[src/rtl/apple_gen.sv]
// Apple placement generator: relocates the apple to a random in-arena pixel on request.
// Optional build macro APPLE_AVOID_HEAD_EN rejects a candidate that lands on the snake head.
module apple_gen #(
  parameter int          H_RES     = 1280,
  parameter int          V_RES     = 720,
  parameter int          RED_WALL  = 30,
  parameter int          APPLE_X0  = 960,
  parameter int          APPLE_Y0  = 360,
  parameter int          MAX_TRIES = 15,
  parameter logic [15:0] LFSR_SEED = 16'hACE1
) (
  input  logic        clk,
  input  logic        rst,
  input  logic        apple_refresh,
  input  logic [1:0]  game_status,
  input  logic [11:0] snake_head_x,
  input  logic [11:0] snake_head_y,
  output logic [11:0] apple_x,
  output logic [11:0] apple_y,
  output logic        apple_busy
);

  typedef enum logic [1:0] {IDLE, PICK_X, PICK_Y, COMMIT} state_t;

  localparam logic [11:0] X_LO      = 12'(RED_WALL);
  localparam logic [11:0] X_HI      = 12'(H_RES - RED_WALL);
  localparam logic [11:0] Y_LO      = 12'(RED_WALL);
  localparam logic [11:0] Y_HI      = 12'(V_RES - RED_WALL);
  localparam logic [11:0] X_FALL    = 12'(H_RES / 4);
  localparam logic [11:0] Y_FALL    = 12'(V_RES / 4);
  localparam logic [11:0] X_START   = 12'(APPLE_X0);
  localparam logic [11:0] Y_START   = 12'(APPLE_Y0);
  localparam logic [3:0]  TRY_LIMIT = 4'(MAX_TRIES);
  localparam logic [1:0]  RESTART   = 2'b10;

  state_t      state;
  state_t      next_state;
  logic [15:0] lfsr;
  logic [15:0] lfsr_next;
  logic [3:0]  tries;
  logic [3:0]  tries_next;
  logic [11:0] cand_x;
  logic [11:0] cand_y;
  logic [11:0] cand_x_next;
  logic [11:0] cand_y_next;
  logic [11:0] draw_x;
  logic [11:0] draw_y;
  logic        x_ok;
  logic        y_in_window;
  logic        y_ok;
  logic        restart;
  logic        commit;

  assign restart = (game_status == RESTART);

  // Fibonacci LFSR, x^16+x^14+x^13+x^11+1; never reseeded on restart so games differ
  assign lfsr_next = {lfsr[14:0], lfsr[15] ^ lfsr[13] ^ lfsr[12] ^ lfsr[10]};

  always_ff @(posedge clk or posedge rst) begin
    if (rst) begin
      lfsr <= LFSR_SEED;
    end else begin
      lfsr <= lfsr_next;
    end
  end

  assign draw_x      = {1'b0, lfsr[10:0]};
  assign draw_y      = {2'b00, lfsr[9:0]};
  assign x_ok        = (draw_x > X_LO) && (draw_x < X_HI);
  assign y_in_window = (draw_y > Y_LO) && (draw_y < Y_HI);

`ifdef APPLE_AVOID_HEAD_EN
  assign y_ok = y_in_window && !((cand_x == snake_head_x) && (draw_y == snake_head_y));
`else
  logic unused_head;
  assign unused_head = ^{snake_head_x, snake_head_y};
  assign y_ok        = y_in_window;
`endif

  always_ff @(posedge clk or posedge rst) begin
    if (rst) begin
      state <= IDLE;
    end else begin
      state <= next_state;
    end
  end

  always_comb begin
    next_state  = state;
    tries_next  = tries;
    cand_x_next = cand_x;
    cand_y_next = cand_y;
    if (restart) begin
      next_state = IDLE;
      tries_next = 4'd0;
    end else begin
      case (state)
        IDLE: begin
          if (apple_refresh) begin
            next_state = PICK_X;
            tries_next = 4'd0;
          end
        end
        PICK_X: begin
          if (x_ok) begin
            cand_x_next = draw_x;
            tries_next  = 4'd0;
            next_state  = PICK_Y;
          end else if (tries == TRY_LIMIT) begin
            cand_x_next = X_FALL;
            tries_next  = 4'd0;
            next_state  = PICK_Y;
          end else begin
            tries_next = tries + 4'd1;
          end
        end
        PICK_Y: begin
          if (y_ok) begin
            cand_y_next = draw_y;
            tries_next  = 4'd0;
            next_state  = COMMIT;
          end else if (tries == TRY_LIMIT) begin
            cand_y_next = Y_FALL;
            tries_next  = 4'd0;
            next_state  = COMMIT;
          end else begin
            tries_next = tries + 4'd1;
          end
        end
        COMMIT: begin
          next_state = IDLE;
        end
        default: begin
          next_state = IDLE;
        end
      endcase
    end
  end

  always_comb begin
    apple_busy = (state != IDLE);
    commit     = (state == COMMIT) && !restart;
  end

  always_ff @(posedge clk or posedge rst) begin
    if (rst) begin
      tries  <= 4'd0;
      cand_x <= X_START;
      cand_y <= Y_START;
    end else begin
      tries  <= tries_next;
      cand_x <= cand_x_next;
      cand_y <= cand_y_next;
    end
  end

  // Published coordinates only move on COMMIT, so a reader never sees a half-updated pair
  always_ff @(posedge clk or posedge rst) begin
    if (rst) begin
      apple_x <= X_START;
      apple_y <= Y_START;
    end else if (restart) begin
      apple_x <= X_START;
      apple_y <= Y_START;
    end else if (commit) begin
      apple_x <= cand_x;
      apple_y <= cand_y;
    end
  end

endmodule

[config.mk]
export PLATFORM = sky130hd
export DESIGN_NAME = apple_gen
export DESIGN_NICKNAME = d
export VERILOG_FILES = /design/src/rtl/apple_gen.sv
export SDC_FILE = /design/constraint.sdc
export NUM_CORES = 1
export LEC_CHECK = 0
export ABC_CLOCK_PERIOD_IN_PS = 2400
export CAP_MARGIN = 25
export CORE_MARGIN = 2
export CORE_UTILIZATION = 51
export CTS_CLUSTER_SIZE = 40
export DETAILED_ROUTE_END_ITERATION = 12
export HOLD_SLACK_MARGIN = 0.12
export PLACE_DENSITY_LB_ADDON = 0.12
export SLEW_MARGIN = 20
export SYNTH_ARGS = -nofsm -noshare
export SYNTH_HDL_FRONTEND = slang
export SYNTH_SLANG_ARGS = --single-unit
[constraint.sdc]
create_clock -name clk -period 2.4 [get_ports clk]
set_input_delay 0.36 -clock clk [delete_from_list [all_inputs] [get_ports clk]]
set_output_delay 0.36 -clock clk [all_outputs]
set_load 0.005 [all_outputs]
== After elaboration in Yosys (flattened, before gate mapping) ==
Cells that the tools add are included.

* Register bits: 70
* Input bits: 29
* Output and inout port bits: 25
* Logic and storage cells: 59

* Add/subtract/negate cells: 1
* Order comparisons: 4
* Eq/ne operators: 8
* Mux-type cells: 21
* Bitwise operators: 4
* Reductions and logical operators: 14

{| class="wikitable"
|+ Operator list
! operator !! count
|-
| two-way mux 12 bit || 8
|-
| two-way mux 4 bit || 5
|-
| two-way mux 2 bit || 6
|-
| one-hot mux 4 bit (3 select lines) || 1
|-
| greater-than comparator 11 x 5 -> 1 bit (second input constant) || 1
|-
| less-than comparator 11 bit (second input constant) || 1
|-
| greater-than comparator 10 x 5 -> 1 bit (second input constant) || 1
|-
| less-than comparator 10 bit (second input constant) || 1
|-
| AND reduction 3 bit || 3
|-
| inequality test 4 bit (second input constant) || 2
|-
| one-hot mux 2 bit (4 select lines) || 1
|-
| nonzero test 2 bit || 4
|-
| == test 2 bit (second input constant) || 3
|-
| adder 4 x 1 -> 4 bit (second input constant) || 1
|-
| == test 4 bit (second input constant) || 1
|-
| nonzero test 4 bit || 1
|-
| logical AND 1 bit || 3
|-
| inequality test 3 bit (second input constant) || 1
|-
| XOR 1 bit || 3
|-
| == test 2 x 1 -> 1 bit (second input constant) || 1
|-
| logical NOT 2 bit || 1
|-
| AND reduction 2 bit || 1
|-
| logical NOT 1 bit || 1
|-
| NOT 1 bit || 1
|}

== Longest topological paths before layout ==
Gate-level depths: netlist (run 1).

* Depth after elaboration: 5
* Depth in mapped cells: 7
* Mapped depth without buffers: 7

== Least setup slack after synthesis (run 1) ==
Ideal clock, no wire load.

* Path type: reg-to-reg
* Start point: register state[0]
* End point: register tries[3]
* Data arrival time: 1854 ps
* Setup slack: 420 ps
* Cell stages (with the launch flop): 8
* Path buffers: 0
* Period minus slack after synthesis: 1980 ps
* Path through: dfrtp_1 -> inv_1 -> ha_1 -> or3_1 -> a21oi_1 -> or4_1 -> nor2_1 -> a221o_1

* Word-level cells in the longest chain between the ends: 3
* Elaborated cells between the ends (all ways): 8
* Those cells by class: 3 x eq/ne; 2 x mux; 3 x reduce/logical

{| class="wikitable"
|+ Ends and longest elaborated chain
! what !! RTL line !! source
|-
| start, declared || 36 || <nowiki>state_t state;</nowiki>
|-
| start signal, assigned || 84 || <nowiki>state <= next_state;</nowiki>
|-
| == test 2 bit, or another cell as far along || 97 || <nowiki>case (state)</nowiki>
|-
| one-hot mux 4 bit (3 select lines), or another cell as far along || 97 ||
|-
| two-way mux 4 bit or AND reduction 2 bit (tied branches) || - ||
|-
| end signal, assigned || 151 || <nowiki>tries <= tries_next;</nowiki>
|-
| end, declared || 40 || <nowiki>logic [3:0] tries;</nowiki>
|}

Parallel ways exist; a longest one is shown, timed or not.
A chain may end at the register's enable or synchronous reset.

== Worst setup path after layout (run 1) ==
Same ends and word-level chain as after synthesis.

==> metrics.md, run 1 <==
| Metric | Value |
|---|---|
| DR DRC count | `0` |
| Final setup viols | `0` |
| Setup slack, reg-to-reg | `0.36 ns` |
| TNS Setup | `0 ns` |
| CP top delay family | `simple AND/OR/NAND/NOR gates` |
| Worst r2r src | `state[0]$_DFFE_PP0P_` |
| Final Hold Viols | `0` |
| Total track usage | `20.1%` |
| DR vias | `1728` |
| Mean Syn Cell Area | `12.8 µm²` |
| Iteration-0 DRC count of the detailed router | `85` |
| R2R cell count | `7` |
| Global-route wire length before repair | `9.11 mm` |
| Worst path required time | `2.61 ns` |
| Hold endpoint | `lfsr[15]$_DFF_PP1_` |
| Hold Crit Start | `lfsr[14]$_DFF_PP0_` |
| CTS H-tree lvls | `3` |
| Pin count of the biggest net entering global routing | `37` |
| Yosys warns | `0` |
| Reg2Reg Capture Point | `tries[3]$_DFFE_PP0P_` |
| Clock Latency Late Sink | `0.33 ns` |
| Worst Max-Slew Pin Slew | `0.515 ns` |
| P&R area growth vs syn | `21.9%` |
| Worst Setup SP | `state[0]$_DFFE_PP0P_` |
| Crit Path Class | `reg -> reg` |
| Clock sink count | `64` |
| Root Buffer | `clkbuf_8` |
| Clock tree from TritonCTS | `done` |
| Gate Count Post-Synth | `210` |
| CP Capture Type | `register` |
| DIE AREA | `0.00586 mm²` |
| Max cap viols | `0` |
| Antenna diodes | `0` |
| DRT antenna net count | `0` |
| Unique masters post-synth | `47` |
| VDD IR max | `0.431 mV` |
| Slowest cell on crit path | `dfrtp_1` |
| Net count reported at finish | `281` |
| Drt via density | `5.38` |
| Hold Slack | `0.358 ns` |
| Data arrival time of the critical path | `2.25 ns` |
| Leakage | `1.47 nW` |
| Port buffer count | `26` |
| Synthesized flop and latch total | `64` |
| Crit start category | `register` |
| Fraction of layout instances using a drive strength above 1 | `24.3%` |
| Post-CTS Setup Inserts | `0` |
| Period utilization | `85.1%` |
| Core Area | `0.00511 mm²` |
| Most frequent cells in the layout | `dfrtp_1 (40), clkdlybuf4s50_1 (26), dfstp_2 (24), mux2i_1 (21), nor2_1 (20)` |
| CP cell instances | `inv_1, ha_1, or3_1, a21oi_1, or4_1, nor2_1, a221o_1` |
| Cell area power density | `890 mW/mm²` |
| Worst Path Buf+Inv | `1` |
| Period minus WS final | `2.04 ns` |
| Routed wire length | `5.24 mm` |
| FMAX | `0.489 GHz` |
| CTS Hold Bufs | `0` |
| Clk slew on worst S/H paths | `0.07 ns` |
| Die Ht | `76.6 µm` |
| Vias in the first global route | `1866` |
| Drt pass-1 iters | `4` |
| WL/cell | `16.3 µm` |
| Max-slew violation count | `0` |
| CP max stage delay | `0.42 ns` |
| Status | `completed` |
| FFs w/ async S/R, synth | `100%` |
| Hold crit path type | `reg -> reg` |
| Site Rows | `26` |
| Placer Congestion | `0.798` |
| Most common cell after layout, fill and taps aside | `dfrtp_1` |
| Number of antenna violations at the first check in global routing | `0` |
| Synth Cell Area | `0.00269 mm²` |
| Ys flop type | `dfrtp_1` |
| Hold Path Cell Cnt | `0` |
| Worst Path Max Fanout | `6` |
| I/O pins | `54` |
| Dpl hpwl | `3.72 mm` |
| CTS buffer count | `9` |
| Aggregate global routing overflow | `0` |
| Fin worst setup slack | `0.357 ns` |
| Post-route clock skew | `0.0103 ns` |
| Relative slew slack | `65.5%` |
| RSZ-0062 raised after global routing | `false` |
| # resized after CTS | `0` |
| EDFF count, synth | `0` |
| Max clock buf depth | `2` |
| Worst slack at placement | `0.363 ns` |
| Die X | `76.6 µm` |
| Starting Density | `52.6%` |
| Seq/Total Area, Yosys | `60.7%` |
## cell families after synthesis
family,Yosys count,share of synthesized area [%]
adder cells (fa/ha/maj),6,2.79
AO/OA/AOI/OAI,41,14.1
other,1,0.140
multiplexers,21,7.82
AND/OR/NAND/NOR,57,10.3
flip-flops,64,60.7
buffers and inverters,17,3.07
XOR/XNOR,3,0.978
## cell usage after synthesis (all sizes together), types with 2 or more instances
master / n / area (µm²)
nor2: 22 / 87.6
inv: 7 / 26.3
buf: 6 / 41.3
or3: 2 / 17.5
nand2: 14 / 52.6
o211ai: 2 / 33.8
nor3: 3 / 15.0
xnor2: 2 / 17.5
dfstp: 24 / 631
o21ai: 2 / 21.3
clkbuf: 4 / 15.0
ha: 6 / 75.1
a21o: 3 / 23.8
mux2i: 21 / 210
a21oi: 4 / 20.0
a22o: 17 / 154
nor2b: 2 / 12.5
and4: 2 / 17.5
dfrtp: 40 / 1000
nand2b: 3 / 18.8
o22a: 4 / 35.0
nand3: 3 / 15.0
## per-stage QoR
stage               utilization, %  cell area, µm²  instances  power (W)
global route                  64.1            3270        321    0.00307
finish                        64.1            3270        321    0.00291
detailed placement            59.7            3050        305    0.00191
global placement              59.7            3050        305    0.00186
floorplan                        -            2690        212    0.00166
CTS                           64.1            3270        321    0.00294
## cell type report
cell class	count	area [µm²]
clock buffers	13	159
clock inverters	3	65.1
fillers	407	1830
inverters	7	26.3
multi-input cells	131	980
flip-flops and latches	64	1630
well taps	70	87.6
repair buffers	33	325
## worst max-delay path by stage
stage	end	slack, ns	depth (start not counted)
after floorplan	tries[3]$_DFFE_PP0P_	0.42	7
after global placement	tries[2]$_DFFE_PP0P_	0.44	6
after detailed placement	tries[2]$_DFFE_PP0P_	0.36	6
after CTS	tries[3]$_DFFE_PP0P_	0.37	7
after global routing	tries[3]$_DFFE_PP0P_	0.27	7
final	tries[3]$_DFFE_PP0P_	0.36	7
## metal layers
layer	share of wire, %	up-vias	GRT usage (%)
met5	0	-	0
met4	2.4	0	10.5
met3	2.7	13	4.74
met2	50	30	32.5
met1	45	876	25.3
li1	-	809	-
## flip-flops by register name, indices dropped and copies added (netlist names)
signal and flops:
apple_x 11, cand_y 10, state 2, cand_x 11, lfsr 16, apple_y 10, tries 4
## power breakdown
part	internal, W	switching (W)
sequential	0.00118	0.0000489
combinational	0.000326	0.000338
clock	0.000641	0.000381
Power figures use the tool's default switching activity.
==> inputs of run 2 (changes only) <==
--- a/config.mk
+++ b/config.mk
@@ -9,8 +9,10 @@
 export CAP_MARGIN = 25
 export CORE_MARGIN = 2
 export CORE_UTILIZATION = 51
+export CTS_BUF_LIST = sky130_fd_sc_hd__clkbuf_8 sky130_fd_sc_hd__clkbuf_16
 export CTS_CLUSTER_SIZE = 40
 export DETAILED_ROUTE_END_ITERATION = 12
+export GPL_TIMING_DRIVEN = 1
 export HOLD_SLACK_MARGIN = 0.12
 export PLACE_DENSITY_LB_ADDON = 0.12
 export SLEW_MARGIN = 20
==> metrics.md, run 2 (synthesized netlist as in run 1, its figures left out) <==
| Metric | Value |
|---|---|
| FMAX | `0.489 GHz (about the same)` |
| Antenna diodes | `0 (unchanged)` |
| Fin worst setup slack | `0.357 ns (+0.0000580 ns)` |
| Clock tree from TritonCTS | `done` |
| Status | `completed` |
| Root Buffer | `clkbuf_8` |
| Power, Total | `0.00291 W (-0.26%)` |
| Crit. path cell count | `7 (unchanged)` |
| Final setup viols | `0 (unchanged)` |
| Leakage | `1.48 nW (+0.57%)` |
| TNS Setup | `0 ns (unchanged)` |
| Data arrival time of the critical path | `2.25 ns (about the same)` |
| Site Rows | `26 (unchanged)` |
| WL/cell | `16.3 µm (about the same)` |
| Most frequent cells in the layout | `dfrtp_1 (40), clkdlybuf4s50_1 (26), dfstp_2 (24), mux2i_1 (21), nor2_1 (20)` |
| Hold crit path type | `reg -> reg` |
| CTS H-tree lvls | `3 (unchanged)` |
| Worst Setup SP | `state[0]$_DFFE_PP0P_` |
| I/O pins | `54 (unchanged)` |
| DRT antenna net count | `0 (unchanged)` |
| Starting Density | `52.6% (unchanged)` |
| Die X | `76.6 µm (unchanged)` |
| Post-route clock skew | `0.0108 ns (+0.000513 ns)` |
| Max cap viols | `0 (unchanged)` |
| Relative slew slack | `65.6% (+0.13 points)` |
| CTS buffer count | `9 (unchanged)` |
| Die Ht | `76.6 µm (unchanged)` |
| Number of antenna violations at the first check in global routing | `0 (unchanged)` |
| Fraction of layout instances using a drive strength above 1 | `24.3% (unchanged)` |
| Aggregate global routing overflow | `0 (unchanged)` |
| Clock sink count | `64 (unchanged)` |
| Clock Latency Late Sink | `0.33 ns (about the same)` |
| Iteration-0 DRC count of the detailed router | `85 (unchanged)` |
| Clock share of power | `34.9% (-0.2 points)` |
| CP top delay family | `simple AND/OR/NAND/NOR gates` |
| Global-route wire length before repair | `9.11 mm (unchanged)` |
| Post-layout util | `64.1% (unchanged)` |
| Cell area power density | `887 mW/mm² (-0.26%)` |
| Crit start category | `register` |
| Worst Path Buf+Inv | `1 (unchanged)` |
| Drt pass-1 iters | `4 (unchanged)` |
| Top Registers | `lfsr: 16 flops, apple_x: 11 flops, cand_x: 11 flops` |
| Max reg flops | `16 (unchanged)` |
| RSZ-0062 raised after global routing | `false` |
| Period utilization | `85.1% (about the same)` |
| DIE AREA | `0.00586 mm² (unchanged)` |
| Worst slack at placement | `0.363 ns (unchanged)` |
| Clk slew on worst S/H paths | `0.07 ns (about the same)` |
| DR vias | `1727 (-0.058%)` |
| Final Non-Filler Cells | `321 (unchanged)` |
| Critical Path Sink | `tries[3]$_DFFE_PP0P_` |
| Core Area | `0.00511 mm² (unchanged)` |
| R2R cell count | `7 (unchanged)` |
| Pin count of the biggest net entering global routing | `37 (unchanged)` |
| Reg2Reg Capture Point | `tries[3]$_DFFE_PP0P_` |
| # resized after CTS | `0 (unchanged)` |
| Post-CTS Setup Inserts | `0 (unchanged)` |
| Combinational Power Share | `22.9% (about the same)` |
| Net count reported at finish | `281 (unchanged)` |
| Placed cells | `305 (unchanged)` |
| Hold Path Cell Cnt | `0 (unchanged)` |
| Dpl hpwl | `3.72 mm (unchanged)` |
| Max-slew violation count | `0 (unchanged)` |
| Int Pwr | `0.00214 W (-0.40%)` |
| Reg power frac | `42.2% (about the same)` |
| Worst Max-Slew Pin Slew | `0.513 ns (-0.00188 ns)` |
| Setup slack, reg-to-reg | `0.36 ns (about the same)` |
| Period minus WS final | `2.04 ns (-0.0000580 ns)` |
| CP Capture Type | `register` |
| Vias in the first global route | `1866 (unchanged)` |
| Max clock buf depth | `2 (unchanged)` |
| Drt via density | `5.38 (about the same)` |
| Worst Path Max Fanout | `6 (unchanged)` |
| Worst r2r src | `state[0]$_DFFE_PP0P_` |
| P&R area growth vs syn | `21.9% (unchanged)` |
| Most flops, register | `lfsr` |
| Total track usage | `20.1% (unchanged)` |
| Worst path required time | `2.61 ns (about the same)` |
| Placer Congestion | `0.798 (unchanged)` |
| Crit Path Class | `reg -> reg` |
| VDD IR max | `0.431 mV (about the same)` |
| CTS Hold Bufs | `0 (unchanged)` |
| CP max stage delay | `0.42 ns (about the same)` |
| Slowest cell on crit path | `dfrtp_1` |
| Most common cell after layout, fill and taps aside | `dfrtp_1` |
| Sw Ratio | `26.5% (+0.099 points)` |
| Register area | `0.00163 mm² (unchanged)` |
| Area taken by multi-input logic gates | `980 µm² (unchanged)` |
| Routed wire length | `5.25 mm (about the same)` |
| Port buffer count | `26 (unchanged)` |
| CP cell instances | `inv_1, ha_1, or3_1, a21oi_1, or4_1, nor2_1, a221o_1` |
| FILL cells | `407 (unchanged)` |
| Switching Power | `0.000769 W (+0.11%)` |
| Final Hold Viols | `0 (unchanged)` |
| DR DRC count | `0 (unchanged)` |
[run 2: how the worst min path moves through the flow]
stage                       startpoint            endpoint  slack (ns)
floorplan           lfsr[14]$_DFF_PP0_  lfsr[15]$_DFF_PP1_        0.33
global placement    lfsr[14]$_DFF_PP0_  lfsr[15]$_DFF_PP1_        0.34
detailed placement  lfsr[14]$_DFF_PP0_  lfsr[15]$_DFF_PP1_        0.34
CTS                 lfsr[14]$_DFF_PP0_  lfsr[15]$_DFF_PP1_        0.36
global route        lfsr[14]$_DFF_PP0_  lfsr[15]$_DFF_PP1_        0.36
finish              lfsr[14]$_DFF_PP0_  lfsr[15]$_DFF_PP1_        0.36
[run 2: routing by layer]
| metal | global-route usage, % | vias to the layer above | part of all wire [%] |
|---|---|---|---|
| li1 | - | 809 | - |
| met1 | 25.3 | 874 | 45 |
| met2 | 32.5 | 31 | 50 |
| met3 | 4.74 | 13 | 3.1 |
| met4 | 10.5 | 0 | 2.4 |
| met5 | 0 | - | 0 |
[run 2: metrics by stage]
stage,instance area (µm²),hold slack (ns)
3_5_place_dp,3050,0.338
5_1_grt,3270,0.365
6_report,3270,0.358
3_3_place_gp,3050,0.343
4_1_cts,3270,0.362
2_1_floorplan,2690,0.333
[run 2: power by group through the flow]
stage	Sequential [W]	Combinational [W]	Clock (W)
6_report	0.00123	0.000665	0.00101
2_1_floorplan	0.00124	0.000422	0
4_1_cts	0.00123	0.000669	0.00104
5_1_grt	0.00124	0.000732	0.00109
3_5_place_dp	0.00124	0.000661	0
3_3_place_gp	0.00124	0.000623	0
[run 2: cell type report]
cell class / count / share of cell area [%]
flip-flops and latches: 64 / 49.8
multi-input cells: 131 / 29.9
repair buffers: 33 / 9.94
clock buffers: 11 / 4.62
well taps: 70 / 2.67
clock inverters: 5 / 2.22
inverters: 7 / 0.802
[run 2: worst reg2reg max path, stage by stage, from the launching register on]
cell     delay, ns
dfrtp_1       0.42
inv_1         0.12
ha_1          0.29
or3_1         0.37
a21oi_1       0.23
or4_1         0.16
nor2_1        0.04
a221o_1       0.28
